<file path="src/rtl/tiny_riscv_prog_ctrl.sv">
// Program controller for the tiny RISC-V core: owns the 16x8 instruction memory,
// loads it from host bytes and sequences the core through run, single-step and halt.
module tiny_riscv_prog_ctrl #(
  parameter int ADDR_WIDTH = 4,
  parameter int DATA_WIDTH = 8
) (
  input  logic                  clk,
  input  logic                  rst_n,
  input  logic                  host_valid,
  input  logic [DATA_WIDTH-1:0] host_data,
  output logic                  host_ready,
  output logic                  core_start,
  input  logic                  core_fetch_req,
  input  logic [ADDR_WIDTH-1:0] core_fetch_addr,
  output logic [DATA_WIDTH-1:0] core_fetch_data,
  output logic                  core_fetch_valid,
  input  logic                  core_retire,
  input  logic                  core_halt,
  output logic [2:0]            status_state,
  output logic [7:0]            retire_count,
  output logic                  cmd_err
);

  localparam int DEPTH = 2 ** ADDR_WIDTH;

  localparam logic [DATA_WIDTH-1:0] CMD_NOP  = DATA_WIDTH'(8'h00);
  localparam logic [DATA_WIDTH-1:0] CMD_RUN  = DATA_WIDTH'(8'h80);
  localparam logic [DATA_WIDTH-1:0] CMD_STEP = DATA_WIDTH'(8'h81);

  typedef enum logic [2:0] {
    IDLE   = 3'd0,
    LOAD   = 3'd1,
    RUN    = 3'd2,
    STEP   = 3'd3,
    HALTED = 3'd4
  } state_t;

  state_t                  state;
  logic [DATA_WIDTH-1:0]   mem [DEPTH];
  logic [ADDR_WIDTH-1:0]   load_addr;
  logic [ADDR_WIDTH-1:0]   load_last;
  logic                    token;
  logic                    xfer;
  logic                    grant;
  logic                    core_active;

  assign host_ready   = (state != STEP);
  assign status_state = state;
  assign xfer         = host_valid & host_ready;
  assign core_active  = (state == RUN) || (state == STEP);
  assign grant        = core_fetch_req & ((state == RUN) | ((state == STEP) & token));

  // NOTE: the memory sits on the async reset because it must read back as zero
  // after every reset; that rules out a RAM macro but the array is only 16 bytes.
  always_ff @(posedge clk or negedge rst_n) begin
    if (!rst_n) begin
      state            <= IDLE;
      load_addr        <= '0;
      load_last        <= '0;
      token            <= 1'b0;
      core_start       <= 1'b0;
      core_fetch_data  <= '0;
      core_fetch_valid <= 1'b0;
      retire_count     <= '0;
      cmd_err          <= 1'b0;
      for (int i = 0; i < DEPTH; i++) mem[i] <= '0;
    end else begin
      core_start       <= 1'b0;
      core_fetch_valid <= grant;
      if (grant) core_fetch_data <= mem[core_fetch_addr];
      if (grant && state == STEP) token <= 1'b0;
      if (core_active && core_retire) retire_count <= retire_count + 8'd1;

      unique case (state)
        IDLE, HALTED: begin
          if (xfer) begin
            if (host_data == CMD_RUN || host_data == CMD_STEP) begin
              state        <= (host_data == CMD_STEP) ? STEP : RUN;
              token        <= (host_data == CMD_STEP);
              core_start   <= 1'b1;
              retire_count <= '0;
            end else if (host_data == CMD_NOP) begin
              state <= IDLE;
            end else if (state == IDLE && host_data[DATA_WIDTH-1:4] == 4'h4) begin
              state     <= LOAD;
              load_addr <= '0;
              load_last <= host_data[ADDR_WIDTH-1:0];
            end else if (state == IDLE) begin
              cmd_err <= 1'b1;
            end
          end
        end
        LOAD: begin
          if (xfer) begin
            mem[load_addr] <= host_data;
            load_addr      <= load_addr + 1'b1;
            if (load_addr == load_last) state <= IDLE;
          end
        end
        RUN: begin
          // Halt wins over a host stop arriving in the same cycle.
          if (core_halt) state <= HALTED;
          else if (xfer && host_data == CMD_NOP) state <= IDLE;
        end
        STEP: begin
          if (core_halt) state <= HALTED;
          else if (core_retire) state <= IDLE;
        end
        default: state <= IDLE;
      endcase
    end
  end

endmodule

</file>
<file path="config.mk">
export PLATFORM = sky130hd
export DESIGN_NAME = tiny_riscv_prog_ctrl
export DESIGN_NICKNAME = d
export VERILOG_FILES = /design/src/rtl/tiny_riscv_prog_ctrl.sv
export SDC_FILE = /design/constraint.sdc
export NUM_CORES = 1
export LEC_CHECK = 0
export ABC_AREA = 1
export CAP_MARGIN = 20
export CORE_MARGIN = 2
export CORE_UTILIZATION = 35
export CTS_CLUSTER_SIZE = 30
export DETAILED_ROUTE_END_ITERATION = 6
export HOLD_SLACK_MARGIN = 0.12
export SLEW_MARGIN = 20
export SYNTH_ARGS = -nofsm -noshare
export SYNTH_HDL_FRONTEND = slang
export SYNTH_SLANG_ARGS = --single-unit
export TNS_END_PERCENT = 30
</file>
<file path="constraint.sdc">
create_clock -name clk -period 1.55 [get_ports clk]
set_input_delay 0.2325 -clock clk [delete_from_list [all_inputs] [get_ports clk]]
set_output_delay 0.2325 -clock clk [all_outputs]
set_load 0.005 [all_outputs]
</file>
==> results, run 1 <==
- The congestion estimate from routability-driven global placement came to 0.8019.
- The die is 152.6 um wide.
- Among all flip-flop cells after synthesis, the most frequent one is dfrtp_1.
- The number of cells on the worst reg-to-reg path is 9.
- The per-instance average area after synthesis is 8.285 sq um.
- By area, the combinational part of the netlist is dominated by simple AND/OR/NAND/NOR gates.
- The ratio of cells with drive above 1 in the final layout is 20.83%.
- Entering global routing, the biggest net connects 44 pins.
- In this run the critical register-to-register path is captured at mem[115].
- The remaining antenna violation count after routing is 0.
- The H-tree level count is 4.
- After floorplanning, the core was sized to cover 21760 sq um.
- The area of the die is 23290 sq um.
- STA classifies the critical path endpoint as a flop.
- The reg-to-reg setup timing slack is -0.04 ns.
- The final hold violation count is 0.
- The number of maximum-capacitance violations is 0.
- The number of flops mapped to enable cells by yosys is 0.
- The number of antenna diodes in the final layout is 0.
- The floorplan die height is 152.6 um.
- The startpoint identified for the worst register-to-register timing path is status_state[0].
- In the routed design, unresolved DRC markers number 0.
- Based on the critical path, the design can be clocked at up to 628.0 MHz.
- In the post-route analysis, the smallest setup slack over all paths is -0.04245 ns.
- The cell count after synthesis came out at approximately 930.
- The total count of max-transition violations in the final report is 0.
- Summed over all cells, the static leakage comes to 4.842 nW.
- The clock reaches the later pin of the worst-skew pair after between 0.4 and 0.5 ns.
- Detailed placement ended at an HPWL of 14.14 mm.
- Combinational logic is responsible for 27.1% of the overall power.
- The clock network power share is about a third.
- The synthesized design devotes to its leading area cell type slightly above 50% of total area.
- After global routing the overflow that remains totals 0.
- The internal power of the cells totals around 0.0091 W.
- The final-report setup violation count is between 40 and 50.
- Hold timing on the final database bottoms out at a slack of 0.2808 ns.
- The via count of the first global-routing pass is ~6400.
- The area fraction in compound gates after synthesis is 14.75%.
- Summed over all layers, the routed wires come to 22.87 mm.
- The synthesized netlist contains 34 unique library cells.
- In the synthesized netlist, mux cells make up 0% of the area.
- The kind of path behind the tightest hold check is primary input to asynchronous set/reset pin.
- The analysis attributes to net switching a power of 0.004348 W.
- The synthesized design contains approximately 160 register bits.
- The number of nets in the synthesized netlist is 956.
- Of the synthesized area, sequential elements account for 51.47%.
- The overall global routing resource usage is roughly a fifth.
- The net count of the finished layout is 1073.
- Of the total synthesized cell area, the portion taken by XOR and XNOR cells is less than 1%.
- The I/O pin count is 41.
- Counting along the longest clock path gives a buffer depth of 2.
- For this run, asynchronously set or reset flops after synthesis account for 100.0%.
- Buffers inserted during clock tree synthesis total 17.
- The worst setup path is launched from a flop.
- The synthesis-to-layout area growth is 30.93%.
- Of all nets on the critical path, the largest fanout is 8.
- Dividing total power by cell area gives a power density of 1332 nW/um^2.
- VDD sags by at most 725.8 uV.
- The clock tree from TritonCTS is yes.
- The starting density of the core is 35.53%.
- Ranked by total cell area, the synthesized netlist is headed by dfrtp_1 51%, o21ai_0 11%, nand2_1 10%, nor2_1 7.8%, nand3_1 3.8%.
- The first detailed-routing pass took 5 iterations.
- The share of synthesized cell area in and, or, nand and nor gates is 26.22%.
- For this block, the via count after detailed routing is 6766.
- In this run switching power makes up 32.24% of total power.
- The worst setup skew after layout is 0.009489 ns.
- The share of total power dissipated in sequential elements is about 41%.
- Setup repair after global routing could not meet its margin everywhere.
- Data on the critical path arrives at its endpoint at 1.89 ns.
- The clock-pin slew on the worst setup and hold paths is 0.07 ns.
- The first routing iteration left 507 violations.
- The largest total area in the synthesized netlist belongs to dfrtp_1.
- The flow ran to the end, but the final reports show violations.
- The minimum clock period after layout is 1.592 ns.
- The count of port buffers added during placement is 40.
- Dividing the final minimum period by the clock period gives 102.7%.
- The initialized floorplan defines 54 standard-cell rows.
- The number of fillers in the final layout is 2122.
- Clock tree synthesis found a total of roughly 160 sinks.
- The worst path required time is ~1.9 ns.
- The first global-routing pass estimated 36.16 mm of wire.
- The checks that failed: negative setup slack.
- The area of the mapped netlist is about 7700 sq um.
- The worst slew margin relative to its limit is 74.40%.
- The routed via count divided by cell count is 5.045.
- During synthesis, Yosys emitted a total of 0 warnings.
- At the pin with the least slew margin, the transition time is 0.3840 ns.
- The startpoint-to-endpoint class of the critical path is flop to flop.
- The number of antenna violations at the first check in global routing is 0.
- In the final routed layout, each cell accounts on average for around 17 um.
- The total negative slack is -0.6383 ns.
- The tree is rooted in a clkbuf_16.
- After Yosys synthesis, full adders, half adders and majority gates account for 0.8093% of the synthesized area.
cells by family after synthesis:
kind of cell | Yosys count
simple gates | 459
fa+ha+maj | 5
buf+inv | 94
compound gates | 211
xor+xnor | 5
flops | 159
metal layers:
layer | vias to the layer above | share of wire [%] | GRT usage, %
li1 | 3324 | - | -
met1 | 3234 | 47 | 28.21
met2 | 183 | 46 | 29.87
met3 | 25 | 5.1 | 3.584
met4 | 0 | 1.9 | 7.143
met5 | - | 0 | 0
area by class of cell:
cell class	instances	area, sq um	area share [%]
clock buffer	21	460.4	4.549
clock inverter	9	135.1	1.335
inverter	43	163.9	1.619
multi-input combinational	687	3591	35.48
sequential	159	3981	39.34
tap	280	350.3	3.461
timing repair buffer	142	1439	14.22
timing repair:
| action | CTS | global route |
|---|---|---|
| gates cloned | 4 | 4 |
| pin swaps | 1 | 23 |
| hold buffers | 1 | 0 |
| buffers inserted | 7 | 10 |
| gates resized for setup | 26 | 123 |
| hold endpoints to repair | 159 | 0 |
| endpoints found under the setup margin | 72 | 156 |
cells in the mapped netlist (2+ instances only):
cell / instances
a21oi_1: 3
buf_1: 2
buf_2: 12
buf_6: 12
clkbuf_1: 23
clkinv_1: 2
dfrtp_1: 159
ha_1: 5
inv_1: 40
nand2_1: 211
nand3_1: 58
nand3_4: 6
nand4_1: 8
nand4_4: 5
nor2_1: 160
nor3_1: 2
o211ai_1: 2
o21ai_0: 167
o21ai_1: 16
o21ai_2: 18
o21bai_1: 3
or2_2: 3
xor2_1: 5
state kept, by name, summed over array words and instances, names as in the netlist:
register          count
core_start            1
cmd_err               1
core_fetch_data       8
mem                 128
retire_count          8
core_fetch_valid      1
token                 1
load_addr             4
status_state          3
load_last             4
placed cells by master, fill, tap and decap left out, types with 4 or more instances in the layout:
master / count
inv_2: 6
dlymetal6s2s_1: 9
dfrtp_1: 157
buf_4: 73
nand4_4: 9
nand3_2: 4
xor2_1: 5
nand3_4: 10
nor2_4: 6
nand2_1: 195
clkdlybuf4s50_1: 19
buf_12: 17
buf_6: 11
clkbuf_16: 18
nand3_1: 54
nand2_2: 15
o21ai_0: 112
dlygate4sd2_1: 9
nand4_1: 8
nor2_1: 154
o21ai_1: 65
o21ai_2: 24
inv_1: 35
how the worst max path moves through the flow:
stage                     slack [ns]  cells past startpoint    endpoint            start
final                          -0.04                      9    mem[115]  status_state[0]
after global routing           -0.15                      9     mem[43]  status_state[0]
after CTS                      -0.14                      5  host_ready  status_state[1]
after detailed placement       -0.29                      8     mem[40]       host_valid
after global placement         -0.26                      8     mem[40]       host_valid
after floorplan                -0.01                      6     mem[63]     load_addr[0]
worst max-delay path: stages, from the launching register on:
cell	delay, ns
dfrtp_1	0.37
inv_2	0.07
nor2_2	0.12
nand2_2	0.08
nor2_4	0.15
buf_6	0.16
clkbuf_16	0.18
nand3_4	0.15
nand2_2	0.10
o21ai_1	0.08
metrics by stage:
stage	total power [W]	util [%]	cell area [sq um]	std cells	setup WS [ns]
6_report	0.01348	46.52	10120	1341	-0.04245
5_1_grt	0.01429	46.52	10120	1341	-0.1455
4_1_cts	0.01305	44.73	9731	1327	-0.1408
3_5_place_dp	0.008490	41.29	8984	1285	-0.2891
3_3_place_gp	0.008412	41.29	8984	1285	-0.2585
2_1_floorplan	0.007373	-	7730	933	-0.01150
power groups by stage:
stage               logic [W]  registers (W)  clock network [W]
finish                0.00366        0.00554            0.00429
global route          0.00409        0.00565            0.00454
CTS                   0.00318        0.00550            0.00437
detailed placement    0.00292        0.00557                  0
global placement      0.00285        0.00556                  0
floorplan             0.00192        0.00545                  0
Power figures use the tool's default switching activity.
==> inputs of run 2 (changes only) <==
Settings changed: CORE_UTILIZATION 35 to 40.
==> run 2 against run 1 <==
Against the previous run:
- the run still ends with negative setup slack left
- via count rose by 0.18%
- sequential power about the same
- flip-flop and latch count did not move
- non-clock buffer count decreased by 5
- register-to-register slack lost 0.03 ns
- wire length down 2.4%
- first-iteration DRC count rose by 37%
- largest cell class unchanged
==> results, run 2 (synthesized netlist as in run 1, its figures left out) <==
- The standby leakage power is 4.756 nW.
- The logic depth of the worst register-to-register path is 7.
- The number of diodes added for antenna fixing is 0.
- In this run, placement finished with an instance count of 1264.
- The flow ran to the end, but the final reports show violations.
- The post-route netlist has 21.25% of its cells at a drive strength greater than 1.
- The finished cells cover 9935 sq um.
- After layout, the design draws a total of 0.01316 W.
- The worst setup skew after layout is 0.005588 ns.
- 41 I/O pins were placed.
- The pre-antenna-repair detailed-routing pass consisted of 5 iterations.
- After floorplanning, the core was sized to cover between 15000 and 20000 sq um.
- The top cell types in the final layout, fill and taps aside, are 188 x nand2_1, 157 x dfrtp_1, 153 x nor2_1.
- The final hold violation count is 0.
- The register with the most flip-flops in the layout has around 130 of them.
- The nature of the critical path endpoint is a flop.
- The total count of max-transition violations in the final report is 0.
- By startpoint and endpoint, the worst setup path is classified as flop to flop.
- The floorplan die height is 143.0 um.
- The clock tree from TritonCTS is yes.
- The remaining antenna violation count after routing is 0.
- Along the worst path, the maximum fanout reaches 8.
- The minimum clock period after layout is 1.623 ns.
- The maximum frequency from static timing analysis is 616.0 MHz.
- In this run, the number of DRC markers left after iteration 0 of detailed routing was 696.
- The final-report setup violation count is 65.
- The largest registers in the layout are mem: 128 flops, core_fetch_data: 8 flops, retire_count: 8 flops.
- The kind of path behind the tightest hold check is primary input to asynchronous set/reset pin.
- The overflow left after global routing is 0.
- The delay of the slowest critical-path stage is 0.45 ns.
- The floorplan step defined a die boundary enclosing 20450 sq um.
- The overall global routing resource usage is 22.04%.
- Counting along the longest clock path gives a buffer depth of 2.
- The HPWL after detailed placement is 13.99 mm.
- The routed design has 22.32 mm of wire.
- The overall via count from detail_route is 6778.
- The number of maximum-capacitance violations is 0.
- The routed via count divided by cell count is between 5 and 6.
- Data arrives at the worst endpoint at 1.98 ns.
- The first global-routing pass estimated around 35 mm of wire.
- The library cell used most frequently in the layout, excluding fill and tap cells, is nand2_1.
- The synthesis-to-layout area growth is 28.52%.
- mem holds more flip-flops than any other register.
- The cell that appears most often on the critical path is nor2_4.
- Once layout is complete, the cells apart from fillers number about 1300.
- The number of clock sinks seen by CTS is roughly 160.
- The chip width is between 100 and 150 um.
- The final layout contains ~1100 nets.
- The starting density of the core is 41.05%.
- The final reports fail on negative setup slack.
- The worst path required time is 1.91 ns.
- The final worst slack is -0.07337 ns.
- Traced cell by cell, the critical path runs through nor2_4 > nand2_4 > nor2_4 > and2_4 > buf_6 > nand3_4 > o21ai_2.
- The kind of launch point of the worst setup path is a flop.
- IR analysis of the VDD net gives a maximum drop of 912.9 uV.
- The H-tree was split into 4 levels.
- The pin count of the biggest net entering global routing is between 40 and 50.
- The measured slew at the worst slew-check pin is 0.4484 ns.
- After detailed routing, the average wire length per cell comes to 16.92 um.
- The congestion estimate from routability-driven global placement came to 0.8384.
- The largest individual stage delay along the critical path comes from the cell dfrtp_2.
- The final hold slack is 0.2769 ns.
- Dividing total power by cell area gives a power density of 1325 nW/um^2.
- Buffers inserted during clock tree synthesis total 17.
- The clock root buffer master is clkbuf_16.
- Summing all placed instances gives a cell area of 8901 sq um.
- The clock network latency to the later pin of the worst-skew pair is 0.43 ns.
- Setup repair after global routing could not meet its margin everywhere.
- The count of port buffers added during placement is 40.
- The via count of the first global-routing pass was ~6300.
- The number of antenna violations at the first check in global routing is 0.
- The final clock period utilization by the worst path is 104.7%.
- In the routed design, unresolved DRC markers number 0.
- The worst slew margin relative to its limit is 69.79%.
- The clock-pin slew on the worst setup and hold paths is 0.07 ns.
- The number of rows created at floorplan is 50.
## run 2: cell count changes in the layout (fill, tap and decap cells not counted), moves of 3 or more
cell | previous run | this run
inv_2 | 6 | 3
nor2_2 | 2 | 5
buf_12 | 17 | 12
nand2_2 | 15 | 22
buf_6 | 11 | 8
nand3_1 | 54 | 57
nand2_1 | 195 | 188
## run 2: path summary, 6_finish.rpt
path / from / endpoint / slack [ns]
setup / recovery: status_state[1] / mem[38] / -0.07
hold / removal: rst_n / mem[58] / 0.28
setup reg to reg: status_state[1] / mem[38] / -0.07
hold reg to reg: core_fetch_data[1] / core_fetch_data[1] / 0.47
max in group asynchronous: rst_n / mem[126] / 0.63
min in group clk: core_halt / status_state[2] / 0.41
## run 2: area by class of cell
class,count,area [sq um]
clock buffers,18,439.2
well taps,260,325.3
inverters,43,167.7
clock inverters,14,133.9
fillers,1742,8896
flip-flops and latches,159,3981
repair buffers,137,1331
multi-input cells,688,3556
## run 2: through the flow
stage	worst slack (ns)	util (%)	setup TNS, ns
2_1_floorplan	-0.01150	-	-0.02874
3_3_place_gp	-0.2624	47.27	-26.17
3_5_place_dp	-0.2654	47.27	-27.66
4_1_cts	-0.09720	50.86	-0.1254
5_1_grt	-0.1927	52.76	-12.27
6_report	-0.07337	52.76	-2.056
## run 2: worst max-delay path: cells and delay by family (launching register included)
family / cells / cell delay (ns)
simple gates: 5 / 0.78
flops: 1 / 0.45
compound gates: 1 / 0.18
buf+inv: 1 / 0.13
## run 2: what timing repair did
item | 4_1_cts | 5_1_grt
endpoints found under the setup margin | 42 | 156
pin swaps | 0 | 26
hold buffers | 1 | 0
buffers inserted | 6 | 7
cloned | 2 | 7
gates resized for setup | 21 | 126
endpoints found under the hold margin | 136 | 0
## run 2: metal layers
metal / vias to the layer above / GRT usage, % / part of all wire (%) / wire length, um
met1: 3233 / 31.41 / 47 / 10470
met5: - / 0 / 0 / 0
met4: 0 / 6.149 / 1.5 / 333
li1: 3310 / - / - / -
met2: 213 / 34.27 / 46 / 10210
met3: 22 / 4.359 / 5.9 / 1313
## run 2: power by group
| group | internal [W] | total [W] | switching, W |
|---|---|---|---|
| Combinational | 0.00145 | 0.00352 | 0.00207 |
| Sequential | 0.00501 | 0.00554 | 0.000532 |
| Clock | 0.00228 | 0.00410 | 0.00182 |
==> inputs of run 3 (changes only) <==
Settings changed: TNS_END_PERCENT 30 to unset.
==> run 3 against run 2 <==
Against the previous run:
- the flow still finishes with violations (negative setup slack)
- largest power group unchanged
- cell count grew 0.68%
- fmax decreased by 1.1%
- highest routed layer unchanged
- sequential power up 1%
- sequential share of layout area fell by 1.0 points
- first-iteration DRC count shrank 13%
- critical endpoint is now mem[69]
==> results, run 3 (synthesized netlist as in run 1, its figures left out) <==
- The flow ran to the end, but the final reports show violations.
- The checks that failed: negative setup slack.
- In the routed design, unresolved DRC markers number 0.
- The clock network power share is just over 30%.
- The total area inside the core boundary comes to around 19000 sq um.
- The post-detailed-route wirelength per cell is 16.99 um.
- The H-tree level count is 4.
- The floorplan step set the die height to around 140 um.
- The clock root buffer master is clkbuf_16.
- The via count of the first global-routing pass came to around 6400.
- The first-pass GRT wire length is 35.26 mm.
- Based on the critical path, the design can be clocked at up to 609.5 MHz.
- The routed layout has 6791 vias.
- On the critical path, the stage with the largest delay is an instance of dfrtp_1.
- Across the whole layout, storage elements account for roughly 4000 sq um.
- The library cells used most frequently in the layout, excluding fill and tap cells, are 171 x nand2_1, 158 x dfrtp_1, 152 x nor2_1.
- On the critical path the largest part of the delay comes from simple AND/OR/NAND/NOR gates.
- The DRC marker count from the first detailed-route iteration is 605.
- The chip width is 143.0 um.
- The first TritonRoute pass finished after 5 iterations.
- For the pin with the worst max-slew slack, the measured transition is 0.4637 ns.
- Across the routed clock network, the largest skew measured is 0.006373 ns.
- Clock-pin slew was measured on the worst setup and hold paths at 0.07 ns.
- 0 antenna diodes ended up in the layout.
- The switching power of the nets is ~0.0046 W.
- In the routed layout, each cell is associated on average with a via count of ~5.1.
- Counting both buffers and inverters, the worst setup path holds a total of 2.
- The number of antenna violations at the first check in global routing is 0.
- The end of the worst register-to-register path is mem[69].
- The worst slew margin relative to its limit is 68.76%.
- The count of port buffers added during placement is 40.
- The worst path required time is ~1.9 ns.
- The final-report setup violation count is between 60 and 70.
- The startpoint-to-endpoint class of the critical path is flop to flop.
- Counting cells, the worst reg-to-reg path comes to 9.
- The I/O pin count is 41.
- For this run the aggregate overflow at the end of global routing stands at 0.
- The final worst slack is -0.09063 ns.
- The die covers 20450 sq um.
- The most common cell type on the critical path is nor2_4.
- For the worst-skew pair, the clock arrives at the later sink with an insertion delay of 0.43 ns.
- The number of clock buffers added by TritonCTS is 17.
- Setup repair after global routing could not meet its margin everywhere.
- Combinational logic is responsible for 27.8% of the overall power.
- Traced cell by cell, the critical path runs through inv_4 > nor2_4 > nand2_4 > nor2_4 > and2_4 > buf_4 > nand3_4 > nand2_1 > o21ai_2.
- The starting density of the core is 41.05%.
- The number of fillers in the final layout is between 1500 and 2000.
- CTS saw 159 sinks.
- The layout net count is approximately 1100.
- The number of rows created at floorplan is 50.
- The worst-case IR drop observed on VDD is 907.2 uV.
- At the worst endpoint, the arrival time is between 1.5 and 2 ns.
- The final clock period utilization by the worst path is 105.8%.
- In this run the remaining antenna-violating nets after routing total 0.
- The multi-input combinational cells in the finished layout cover a total of about 3700 sq um.
- No sink is reached through more buffers than the 2 on the longest clock path.
- Following the worst setup path forward leads to its endpoint at mem[69].
- The standby leakage power is 4.820 nW.
- The areal power density over the cells is ~1300 nW/um^2.
- Compared with the post-synthesis result, the final layout area differs by 31.81%.
- The kind of launch point of the worst setup path is a flop.
- The most common library cell in the layout ignoring fill and taps is nand2_1.
- The post-route netlist has between 20% and 30% of its cells at a drive strength greater than 1.
- The total count of max-transition violations in the final report is 0.
- The total number of cells along the worst setup path is 9.
- The clock tree from TritonCTS is yes.
- In the global route stage, overall resource usage came out at 22.60%.
- The critical path starts at status_state[0].
- The total wire length after detailed routing is 22.57 mm.
- STA classifies the critical path endpoint as a flop.
- The total negative slack is -2.771 ns.
- The register with the most flip-flops in the layout has 128 of them.
- Across the run, the number of max-cap violations was 0.
- The kind of path behind the tightest hold check is primary input to asynchronous set/reset pin.
- The largest single stage delay on the critical path is 0.39 ns.
- For flop-to-flop paths, the worst setup slack is -0.09 ns.
- The internal portion of the total power is 0.008842 W.
- The register share of total power is 41.6%.
- Routability-driven placement finished with a final weighted congestion of 0.8384.
- The final hold violation count is 0.
- The startpoint of the worst-slack reg-to-reg timing path is status_state[0].
- Summed over all nets, the half-perimeter wirelength after detailed placement is 13.99 mm.
- Net switching is around a third of the power.
- The design draws around 0.013 W.
- Along the worst path, the maximum fanout reaches 8.
- The register with the most flip-flops in the final layout is mem.
- Subtracting the final worst setup slack from the clock period gives 1.641 ns.
- The largest registers in the layout are mem: 128 flops, core_fetch_data: 8 flops, retire_count: 8 flops.
- Entering global routing, the biggest net connects 44 pins.
[run 3: cell count changes in the layout (fill, tap and decap cells not counted), sizes merged]
cell	change
nand2	+1
clkinvlp	+1
dlymetal6s2s	-1
buf	+7
clkdlybuf4s50	+1
[run 3: area by class of cell]
cell class | count | share of cell area (%)
Timing Repair Buffer | 144 | 13.79
Sequential cell | 159 | 39.06
Clock inverter | 14 | 1.314
Multi-Input combinational cell | 689 | 36.61
Clock buffer | 18 | 4.310
Tap cell | 260 | 3.193
Inverter | 43 | 1.646
Timing Repair inverter | 1 | 0.07368
[run 3: metal layers]
layer	part of all wire, %	global-route usage [%]	up-vias	routed length [um]
li1	-	-	3333	-
met1	46	31.52	3214	10360
met2	46	35.38	213	10340
met3	6.3	5.332	31	1429
met4	1.9	6.149	0	429
met5	0	0	-	0
[run 3: repair_timing]
action,CTS,global route
setup endpoints to repair,42,160
cloned,6,6
buffers inserted,6,13
pin swaps,2,49
hold buffers,1,0
gates resized for setup,22,196
endpoints found under the hold margin,136,0
[run 3: how the worst min path moves through the flow]
stage | end | slack (ns) | start
2_1_floorplan | cmd_err | -0.06 | rst_n
3_3_place_gp | mem[58] | 0.17 | rst_n
3_5_place_dp | mem[58] | 0.17 | rst_n
6_report | mem[58] | 0.27 | rst_n
5_1_grt | mem[58] | 0.29 | rst_n
4_1_cts | mem[58] | 0.28 | rst_n
[run 3: power groups by stage]
stage	Combinational [W]	Sequential, W	Clock, W
after CTS	0.00320	0.00550	0.00417
after detailed placement	0.00295	0.00556	0
after floorplan	0.00192	0.00545	0
after global routing	0.00417	0.00570	0.00437
final	0.00375	0.00560	0.00412
after global placement	0.00287	0.00556	0
[run 3: per-stage QoR]
step | std cells | instance area [sq um] | utilization [%] | hold slack, ns | setup slack, ns
floorplan | 933 | 7730 | - | -0.06309 | -0.01150
global placement | 1264 | 8901 | 47.27 | 0.1664 | -0.2624
detailed placement | 1264 | 8901 | 47.27 | 0.1668 | -0.2654
CTS | 1309 | 9623 | 51.10 | 0.2788 | -0.09720
global route | 1328 | 10190 | 54.11 | 0.2936 | -0.1794
finish | 1328 | 10190 | 54.11 | 0.2729 | -0.09063
[run 3: worst register-to-register path: stages, from the launching register on]
cell and delay, ns:
dfrtp_1 0.39, inv_4 0.05, nor2_4 0.12, nand2_4 0.07
nor2_4 0.19, and2_4 0.26, buf_4 0.14, nand3_4 0.14
nand2_1 0.11, o21ai_2 0.05
